===== src/rtl/rom_port_arbiter_if.sv =====
// rom_port_arbiter_if
// Bundles the two requester ports, the ROM read path and the busy flag of
// rom_port_arbiter.
//   slave  : arbiter side (takes requests and ROM data, returns grants/responses)
//   master : environment side (requesters plus the ROM itself)
// Signals:
//   i_req0/1, i_addr0/1   request and byte address, port 0 = fetch, port 1 = data
//   o_gnt0/1              combinational grant
//   o_rvalid0/1           one-cycle response pulse
//   o_rdata0/1, o_err0/1  response data and error flag
//   o_rom_addr            word index to ROM (registered)
//   i_rom_data            combinational ROM output for o_rom_addr
//   o_busy                high while an access is in flight
interface rom_port_arbiter_if #(
   parameter int ADDR_WIDTH = 32,
   parameter int DATA_WIDTH = 32
);
   logic                  i_req0;
   logic                  i_req1;
   logic [ADDR_WIDTH-1:0] i_addr0;
   logic [ADDR_WIDTH-1:0] i_addr1;
   logic                  o_gnt0;
   logic                  o_gnt1;
   logic                  o_rvalid0;
   logic                  o_rvalid1;
   logic [DATA_WIDTH-1:0] o_rdata0;
   logic [DATA_WIDTH-1:0] o_rdata1;
   logic                  o_err0;
   logic                  o_err1;
   logic [ADDR_WIDTH-1:0] o_rom_addr;
   logic [DATA_WIDTH-1:0] i_rom_data;
   logic                  o_busy;

   modport slave (
      input  i_req0, i_req1, i_addr0, i_addr1, i_rom_data,
      output o_gnt0, o_gnt1, o_rvalid0, o_rvalid1, o_rdata0, o_rdata1,
             o_err0, o_err1, o_rom_addr, o_busy
   );

   modport master (
      output i_req0, i_req1, i_addr0, i_addr1, i_rom_data,
      input  o_gnt0, o_gnt1, o_rvalid0, o_rvalid1, o_rdata0, o_rdata1,
             o_err0, o_err1, o_rom_addr, o_busy
   );
endinterface


===== src/rtl/rom_port_arbiter.sv =====
// rom_port_arbiter
// Shares the single-ported instruction ROM between the fetch requester
// (port 0) and the data requester (port 1). Each access is a two-cycle slot:
// grant/latch in IDLE, ROM read in ACCESS, response pulse on the following
// cycle. Byte addresses become word indices; misaligned or out-of-range
// accesses return ERR_DATA with the error flag set.
// Ports:
//   i_clk    clock, rising edge
//   i_rst_n  asynchronous active-low reset
//   bus      rom_port_arbiter_if.slave (requests, grants, responses, ROM path)
// Build option:
//   ROM_ARB_RR_EN  defined -> round-robin arbitration between the two ports;
//                  undefined -> fixed priority, port 0 always wins.
//
// state  | meaning
// -------+-------------------------------------------------------------
// IDLE   | grants offered to one winner; winner latched on the edge
// ACCESS | grants low; ROM word (or ERR_DATA) captured for latched port
module rom_port_arbiter #(
   parameter int                    ADDR_WIDTH = 32,
   parameter int                    DATA_WIDTH = 32,
   parameter int                    ROM_WORDS  = 1024,
   parameter logic [DATA_WIDTH-1:0] ERR_DATA   = {DATA_WIDTH{1'b0}}
) (
   input logic                i_clk,
   input logic                i_rst_n,
   rom_port_arbiter_if.slave  bus
);

   typedef enum logic {
      S_IDLE   = 1'b0,
      S_ACCESS = 1'b1
   } state_t;

   localparam logic [ADDR_WIDTH-1:0] ROM_LIMIT = ADDR_WIDTH'(ROM_WORDS);

   state_t                state;
   logic                  sel_id;
   logic                  err_lat;
   logic                  any_req;
   logic                  win_id;
   logic                  grant_en;
   logic [ADDR_WIDTH-1:0] win_addr;
   logic [ADDR_WIDTH-1:0] win_index;
   logic                  win_err;

   assign any_req = bus.i_req0 | bus.i_req1;

`ifdef ROM_ARB_RR_EN
   // Pointer names the preferred port; only consulted when both request.
   logic prio_ptr;
   assign win_id = (bus.i_req0 & bus.i_req1) ? prio_ptr : bus.i_req1;
`else
   assign win_id = bus.i_req1 & ~bus.i_req0;
`endif

   // Grants are gated by reset so nothing is accepted while held in reset.
   assign grant_en   = (state == S_IDLE) & any_req & i_rst_n;
   assign bus.o_gnt0 = grant_en & ~win_id;
   assign bus.o_gnt1 = grant_en & win_id;

   assign win_addr  = win_id ? bus.i_addr1 : bus.i_addr0;
   assign win_index = {2'b00, win_addr[ADDR_WIDTH-1:2]};
   assign win_err   = (win_addr[1:0] != 2'b00) | (win_index >= ROM_LIMIT);

   always_ff @(posedge i_clk or negedge i_rst_n) begin
      if (!i_rst_n) begin
         state          <= S_IDLE;
         sel_id         <= 1'b0;
         err_lat        <= 1'b0;
         bus.o_rom_addr <= '0;
         bus.o_busy     <= 1'b0;
         bus.o_rvalid0  <= 1'b0;
         bus.o_rvalid1  <= 1'b0;
         bus.o_err0     <= 1'b0;
         bus.o_err1     <= 1'b0;
         bus.o_rdata0   <= '0;
         bus.o_rdata1   <= '0;
`ifdef ROM_ARB_RR_EN
         prio_ptr       <= 1'b0;
`endif
      end else begin
         case (state)
            S_IDLE: begin
               // Response flags are single-cycle pulses.
               bus.o_rvalid0 <= 1'b0;
               bus.o_rvalid1 <= 1'b0;
               bus.o_err0    <= 1'b0;
               bus.o_err1    <= 1'b0;
               if (any_req) begin
                  sel_id         <= win_id;
                  err_lat        <= win_err;
                  bus.o_rom_addr <= win_index;
                  bus.o_busy     <= 1'b1;
                  state          <= S_ACCESS;
`ifdef ROM_ARB_RR_EN
                  prio_ptr       <= ~win_id;
`endif
               end
            end
            S_ACCESS: begin
               if (sel_id) begin
                  bus.o_rdata1  <= err_lat ? ERR_DATA : bus.i_rom_data;
                  bus.o_err1    <= err_lat;
                  bus.o_rvalid1 <= 1'b1;
               end else begin
                  bus.o_rdata0  <= err_lat ? ERR_DATA : bus.i_rom_data;
                  bus.o_err0    <= err_lat;
                  bus.o_rvalid0 <= 1'b1;
               end
               bus.o_busy <= 1'b0;
               state      <= S_IDLE;
            end
            default: state <= S_IDLE;
         endcase
      end
   end

endmodule


===== src/flat_wrapper.sv =====
// flat-port wrapper written by rule: the top's interface ports become plain ports
module rom_port_arbiter_flat 
#(
   parameter int                    ADDR_WIDTH = 32,
   parameter int                    DATA_WIDTH = 32,
   parameter int                    ROM_WORDS  = 1024,
   parameter logic [DATA_WIDTH-1:0] ERR_DATA   = {DATA_WIDTH{1'b0}}
)
  (i_clk, i_rst_n, bus_i_req0, bus_i_req1, bus_i_addr0, bus_i_addr1, bus_i_rom_data, bus_o_gnt0, bus_o_gnt1, bus_o_rvalid0, bus_o_rvalid1, bus_o_rdata0, bus_o_rdata1, bus_o_err0, bus_o_err1, bus_o_rom_addr, bus_o_busy);
  rom_port_arbiter_if #(.ADDR_WIDTH(ADDR_WIDTH), .DATA_WIDTH(DATA_WIDTH)) bus_i ();
  input logic i_clk;
  input logic i_rst_n;
  input wire logic [$bits(bus_i.i_req0)-1:0] bus_i_req0;
  input wire logic [$bits(bus_i.i_req1)-1:0] bus_i_req1;
  input wire logic [$bits(bus_i.i_addr0)-1:0] bus_i_addr0;
  input wire logic [$bits(bus_i.i_addr1)-1:0] bus_i_addr1;
  input wire logic [$bits(bus_i.i_rom_data)-1:0] bus_i_rom_data;
  output wire logic [$bits(bus_i.o_gnt0)-1:0] bus_o_gnt0;
  output wire logic [$bits(bus_i.o_gnt1)-1:0] bus_o_gnt1;
  output wire logic [$bits(bus_i.o_rvalid0)-1:0] bus_o_rvalid0;
  output wire logic [$bits(bus_i.o_rvalid1)-1:0] bus_o_rvalid1;
  output wire logic [$bits(bus_i.o_rdata0)-1:0] bus_o_rdata0;
  output wire logic [$bits(bus_i.o_rdata1)-1:0] bus_o_rdata1;
  output wire logic [$bits(bus_i.o_err0)-1:0] bus_o_err0;
  output wire logic [$bits(bus_i.o_err1)-1:0] bus_o_err1;
  output wire logic [$bits(bus_i.o_rom_addr)-1:0] bus_o_rom_addr;
  output wire logic [$bits(bus_i.o_busy)-1:0] bus_o_busy;
  assign bus_i.i_req0 = bus_i_req0;
  assign bus_i.i_req1 = bus_i_req1;
  assign bus_i.i_addr0 = bus_i_addr0;
  assign bus_i.i_addr1 = bus_i_addr1;
  assign bus_i.i_rom_data = bus_i_rom_data;
  assign bus_o_gnt0 = bus_i.o_gnt0;
  assign bus_o_gnt1 = bus_i.o_gnt1;
  assign bus_o_rvalid0 = bus_i.o_rvalid0;
  assign bus_o_rvalid1 = bus_i.o_rvalid1;
  assign bus_o_rdata0 = bus_i.o_rdata0;
  assign bus_o_rdata1 = bus_i.o_rdata1;
  assign bus_o_err0 = bus_i.o_err0;
  assign bus_o_err1 = bus_i.o_err1;
  assign bus_o_rom_addr = bus_i.o_rom_addr;
  assign bus_o_busy = bus_i.o_busy;
  rom_port_arbiter #(.ADDR_WIDTH(ADDR_WIDTH), .DATA_WIDTH(DATA_WIDTH), .ROM_WORDS(ROM_WORDS), .ERR_DATA(ERR_DATA)) u_core (.i_clk(i_clk), .i_rst_n(i_rst_n), .bus(bus_i));
endmodule

===== config.mk =====
export PLATFORM = sky130hd
export DESIGN_NAME = rom_port_arbiter_flat
export DESIGN_NICKNAME = d
export VERILOG_FILES = /design/src/rtl/rom_port_arbiter_if.sv /design/src/rtl/rom_port_arbiter.sv /design/src/flat_wrapper.sv
export SDC_FILE = /design/constraint.sdc
export NUM_CORES = 1
export LEC_CHECK = 0
export CORE_MARGIN = 2
export CORE_UTILIZATION = 30
export DETAILED_ROUTE_END_ITERATION = 8
export GPL_ROUTABILITY_DRIVEN = 0
export PLACE_DENSITY = 0.74
export SLEW_MARGIN = 20
export SYNTH_ARGS = -nofsm -noshare
export SYNTH_HDL_FRONTEND = slang
export SYNTH_SLANG_ARGS = --single-unit

===== constraint.sdc =====
create_clock -name i_clk -period 1.05 [get_ports i_clk]
set_input_delay 0.1575 -clock i_clk [delete_from_list [all_inputs] [get_ports i_clk]]
set_output_delay 0.1575 -clock i_clk [all_outputs]
set_load 0.02 [all_outputs]

Word level (Yosys, flattened, before mapping) --
Cells that the tools add are included.
Operators by class: muxes and demuxes 14, order comparisons 1, eq/ne operators 3, reductions and logical operators 4, bitwise operators 11
Operators by type and width (count):
- $mux 32 | 2
- $ge 30x11->1 const B | 1
- $pmux 1 s2 | 6
- $mux 1 | 6
- $reduce_and 2->1 | 3
- $and 1x1->1 | 5
- $ne 2x2->1 const B | 2
- $not 1->1 | 4
- $ne 2x1->1 const B | 1
- $or 1x1->1 | 2
- $reduce_bool 2->1 | 1
Word-level totals: bits of input ports 100, bits in registers 102, logic and storage cells 44, output and inout bits 103

Depth between registers and ports, before layout --
depth in word-level cells 5, gate-level depth with buffers 6, gate-level depth less buffers 5

Worst setup path after synthesis --
Ideal clock, no wire load.
path type input-to-output, start point input bus_i_req0, end point output bus_o_gnt1, arrival time 1.128 ns, path buffers 2, cell stages on the path 4, setup slack -0.235 ns, cell sequence nand2b_1 > buf_4 > buf_6 > nor3b_1
On the way: word-level cells in the longest chain between the ends 4, elaborated cells between the ends (all ways) 6, those cells by class bitwise: 6
Ends and longest elaborated chain:
- start, declared | RTL line flat_wrapper.sv:13 | input wire logic [$bits(bus_i.i_req0)-1:0] bus_i_req0;
- $or 1x1->1 | RTL line rom_port_arbiter.sv:47 | assign any_req = bus.i_req0 | bus.i_req1;
- $and 1x1->1 (2 in series) | RTL line rom_port_arbiter.sv:58 | assign grant_en = (state == S_IDLE) & any_req & i_rst_n;
- $and 1x1->1 (*) | RTL line rom_port_arbiter.sv:60 | assign bus.o_gnt1 = grant_en & win_id;
- end, declared | RTL line flat_wrapper.sv:19 | output wire logic [$bits(bus_i.o_gnt1)-1:0] bus_o_gnt1;
Every way passes the cells marked *; elsewhere a longest branch is shown, timed or not.

Final worst setup path --
start point register u_core.state, end point output bus_o_gnt0
On the way: word-level cells in the longest chain between the ends 4
Ends and longest elaborated chain:
- start, declared | RTL line rom_port_arbiter.sv:37 | state_t state;
- start signal, assigned | RTL line rom_port_arbiter.sv:68 | state <= S_IDLE;
- start signal, assigned | RTL line rom_port_arbiter.sv:95 | state <= S_ACCESS;
- start signal, assigned | RTL line rom_port_arbiter.sv:112 | state <= S_IDLE;
- $not 1->1 (no source line)
- $and 1x1->1 (2 in series) | RTL line rom_port_arbiter.sv:58
- $and 1x1->1 | RTL line rom_port_arbiter.sv:59 | assign bus.o_gnt0 = grant_en & ~win_id;
- end, declared | RTL line flat_wrapper.sv:18 | output wire logic [$bits(bus_i.o_gnt0)-1:0] bus_o_gnt0;
Every way passes these cells.

==> impl_results.md <==
* Clk buf depth at 2
* Post-route ant nets at 0
* Slowest-stage cell, CP: dfrtp_2
* Worst Max-Slew Pin Slew at approximately 0.66 ns
* WP data arrival at roughly 1.1 ns
* Final period util at 122%
* # placed instances at 810
* Hold buffer count at CTS at 0
* Gr ovfl total at 0
* DR DRC count at 0
* Worst Path Required at 0.89 ns
* Final Instance Count excl. Fillers at slightly below 900
* Worst-skew pair later-pin latency at 0.33 ns
* Slew HR at a little under three fifths
* # setup viols final at 100
* CP top delay family: flip-flops
* Core area at 0.0139 mm²
* Fin. Hold Viols at 0
* Layout Nets at approximately 800
* Gr usage total at 17.6%
* Gate Count Post-Synth at between 400 and 500
* Worst path bufs/invs at 2
* IR drop worst, VDD at slightly above 0.7 mV
* Die footprint at between 0.015 and 0.02 mm²
* CP max FO at 3
* Skew final at ~0.0069 ns
* Area leader, netlist: dfrtp_1
* Tmin final at between 1 and 1.5 ns
* Initial Util at a little under a third
* H-tree level count at 3
* Mean Syn Cell Area at 10.1 µm²
* Unrepaired setup endpoints after global routing: true
* CTS Buf Count at 9
* Synth top area share at between 50% and 60%
* Seq/Total Area, Yosys at between 50% and 60%
* CTS root buf: clkbuf_16
* Vias in the first global route at 4047
* CTS tree: built
* FF+latch count, synth at about 100
* Post-synth EDFFs at 0
* Peak Freq at between 700 and 800 MHz
* Die height at between 100 and 150 µm
* DP HPWL at 9070 µm
* Antenna Cells at 0
* Site Rows at 43
* CP startpoint kind: flip-flop
* Largest net degree at the start of global routing at between 50 and 60
* Worst path cell trace: inv_2 > and3_4 > buf_6
* Commonest non-fill, non-tap cell in the layout: dfrtp_1
* Worst Setup End Kind: output pin
* Crit Path Category: reg2out
* Top FF cell, synth: dfrtp_1
* Hold crit path type: in2async
* Final WL at ~14000 µm
* Slowest stage delay, CP at 0.44 ns
* DRT iter0 DRCs at 209
* DR pass1 iterations at 4
* Clock Sinks at between 100 and 150
* Final Cell Area at about 0.0078 mm²
* Port Buffers at 200
* Slew Viols, Final at 0
* Ys Warns at 0
* Wirelength per Cell at between 15 and 20 µm
* Share of post-route cells with drive strength above 1 at 32.4%
* Status: complete, but fails checks
* Post-synth ARST share at between 90% and 100%
* Drt via density at 4.66
* Via count at approximately 4100
* Setup tns final at -12.76 ns
* Die Wd at between 100 and 150 µm
* Max_cap viols at 0
* Synth-to-layout area growth at 82.8%
* Reg clk slew, reported paths at 0.07 ns
* Synth area leaders: dfrtp_1 (60%), o21ai_0 (11%), nand2_1 (8.5%), mux2i_1 (7.5%), nand2b_1 (5.0%)
* Mapped Area at 0.00426 mm²
* Global-route wire length before repair at ~21000 µm
* Leakage dissipation at approximately 3.7 nW
* Failing checks: negative setup slack
* Io pins at 203
* Final setup margin at -0.235 ns
* PwrDens at between 1000 and 1500 mW/mm²
* Initial antenna violation count at 0
* Area after DPL at 0.00669 mm²
* Most frequent cells in the layout: dfrtp_1 (100), buf_6 (99), nand2_1 (94)
* Yosys cell types at 25
==> sequential cells by signal, indices dropped and copies added, names as in the netlist <==
register	flops
u_core.bus.o_rom_addr	30
u_core.sel_id	1
u_core.bus.o_rvalid1	1
u_core.err_lat	1
u_core.bus.o_rvalid0	1
u_core.bus.o_busy	1
u_core.bus.o_err0	1
u_core.bus.o_rdata0	32
u_core.bus.o_rdata1	32
u_core.bus.o_err1	1
u_core.state	1
==> logic make-up (layout without fill, tap and decap cells) <==
group	Yosys count	count (layout)	synth area share, %
other	1	2	0.0881
buffers and inverters	32	313	3.85
AND/OR/NAND/NOR	152	152	16.3
flip-flops	102	102	60.0
AO/OA/AOI/OAI	102	102	12.3
multiplexers	32	32	7.53
==> cells in the mapped netlist (2+ instances only) <==
| master | n |
|---|---|
| nor4_1 | 8 |
| a21oi_1 | 3 |
| buf_6 | 3 |
| dfrtp_1 | 102 |
| mux2i_1 | 32 |
| clkbuf_1 | 15 |
| buf_2 | 8 |
| inv_1 | 2 |
| nand3_1 | 2 |
| o21ai_0 | 93 |
| o21ai_1 | 2 |
| nand2b_1 | 34 |
| nand2_1 | 96 |
| nor2_1 | 7 |
| buf_4 | 3 |
| or4_1 | 2 |
==> path summary, 6_finish.rpt <==
check,startpoint,endpoint,slack (ns),cells past startpoint
setup / recovery,u_core.state$_DFF_PN0_,bus_o_gnt0,-0.23,3
hold / removal,i_rst_n,u_core.bus.o_rdata1[25]$_DFFE_PN0P_,0.09,3
setup reg to reg,u_core.state$_DFF_PN0_,u_core.bus.o_rom_addr[24]$_DFFE_PN0P_,-0.23,6
hold reg to reg,u_core.bus.o_rdata0[4]$_DFFE_PN0P_,u_core.bus.o_rdata0[4]$_DFFE_PN0P_,0.51,2
max in group asynchronous,i_rst_n,u_core.bus.o_rdata1[30]$_DFFE_PN0P_,0.50,3
min in group i_clk,bus_i_addr1[22],u_core.bus.o_rom_addr[20]$_DFFE_PN0P_,0.25,3
==> metrics by stage <==
stage / setup slack, ns / power (W) / utilization [%] / hold WS, ns
floorplan: -0.0757 / 0.00540 / - / -0.138
global placement: -0.664 / 0.00661 / 48.2 / 0.459
detailed placement: -0.666 / 0.00664 / 48.2 / 0.470
CTS: -0.245 / 0.0103 / 52.1 / 0.106
global route: -0.303 / 0.0110 / 56.1 / 0.139
finish: -0.235 / 0.0105 / 56.1 / 0.0852
==> power by group <==
group          internal (W)  total (W)  switching, W  leakage, nW
clock network       0.00190    0.00326       0.00136        0.135
logic               0.00155    0.00284       0.00129         2.20
registers           0.00420    0.00442      0.000224         1.35
total               0.00765     0.0105       0.00287         3.69
==> routing by layer <==
layer	global-route usage, %	wire, µm	vias up
li1	-	-	1970
met1	21.3	5420	1946
met2	30.4	6870	182
met3	5.44	1130	21
met4	4.69	185	0
met5	0	0	-
==> tightest hold or removal path: stages <==
cell	delay, ns
buf_4	0.13
buf_4	0.11
buf_4	0.49
==> area by class of cell <==
type / instances / area [µm²]
Fill cell: 1176 / 6100
Timing Repair Buffer: 295 / 3070
Sequential cell: 102 / 2550
Multi-Input combinational cell: 288 / 1630
Clock buffer: 12 / 246
Tap cell: 180 / 225
Clock inverter: 3 / 45.0
Inverter: 3 / 11.3
==> repair_timing <==
action | in CTS | in global routing
pin swaps | 8 | 0
cloned | 5 | 3
buffers inserted | 20 | 30
endpoints found under the hold margin | 0 | 0
setup endpoints to repair | 197 | 201
gates resized for setup | 585 | 85
Note: power is estimated with default switching activity, not from simulation.
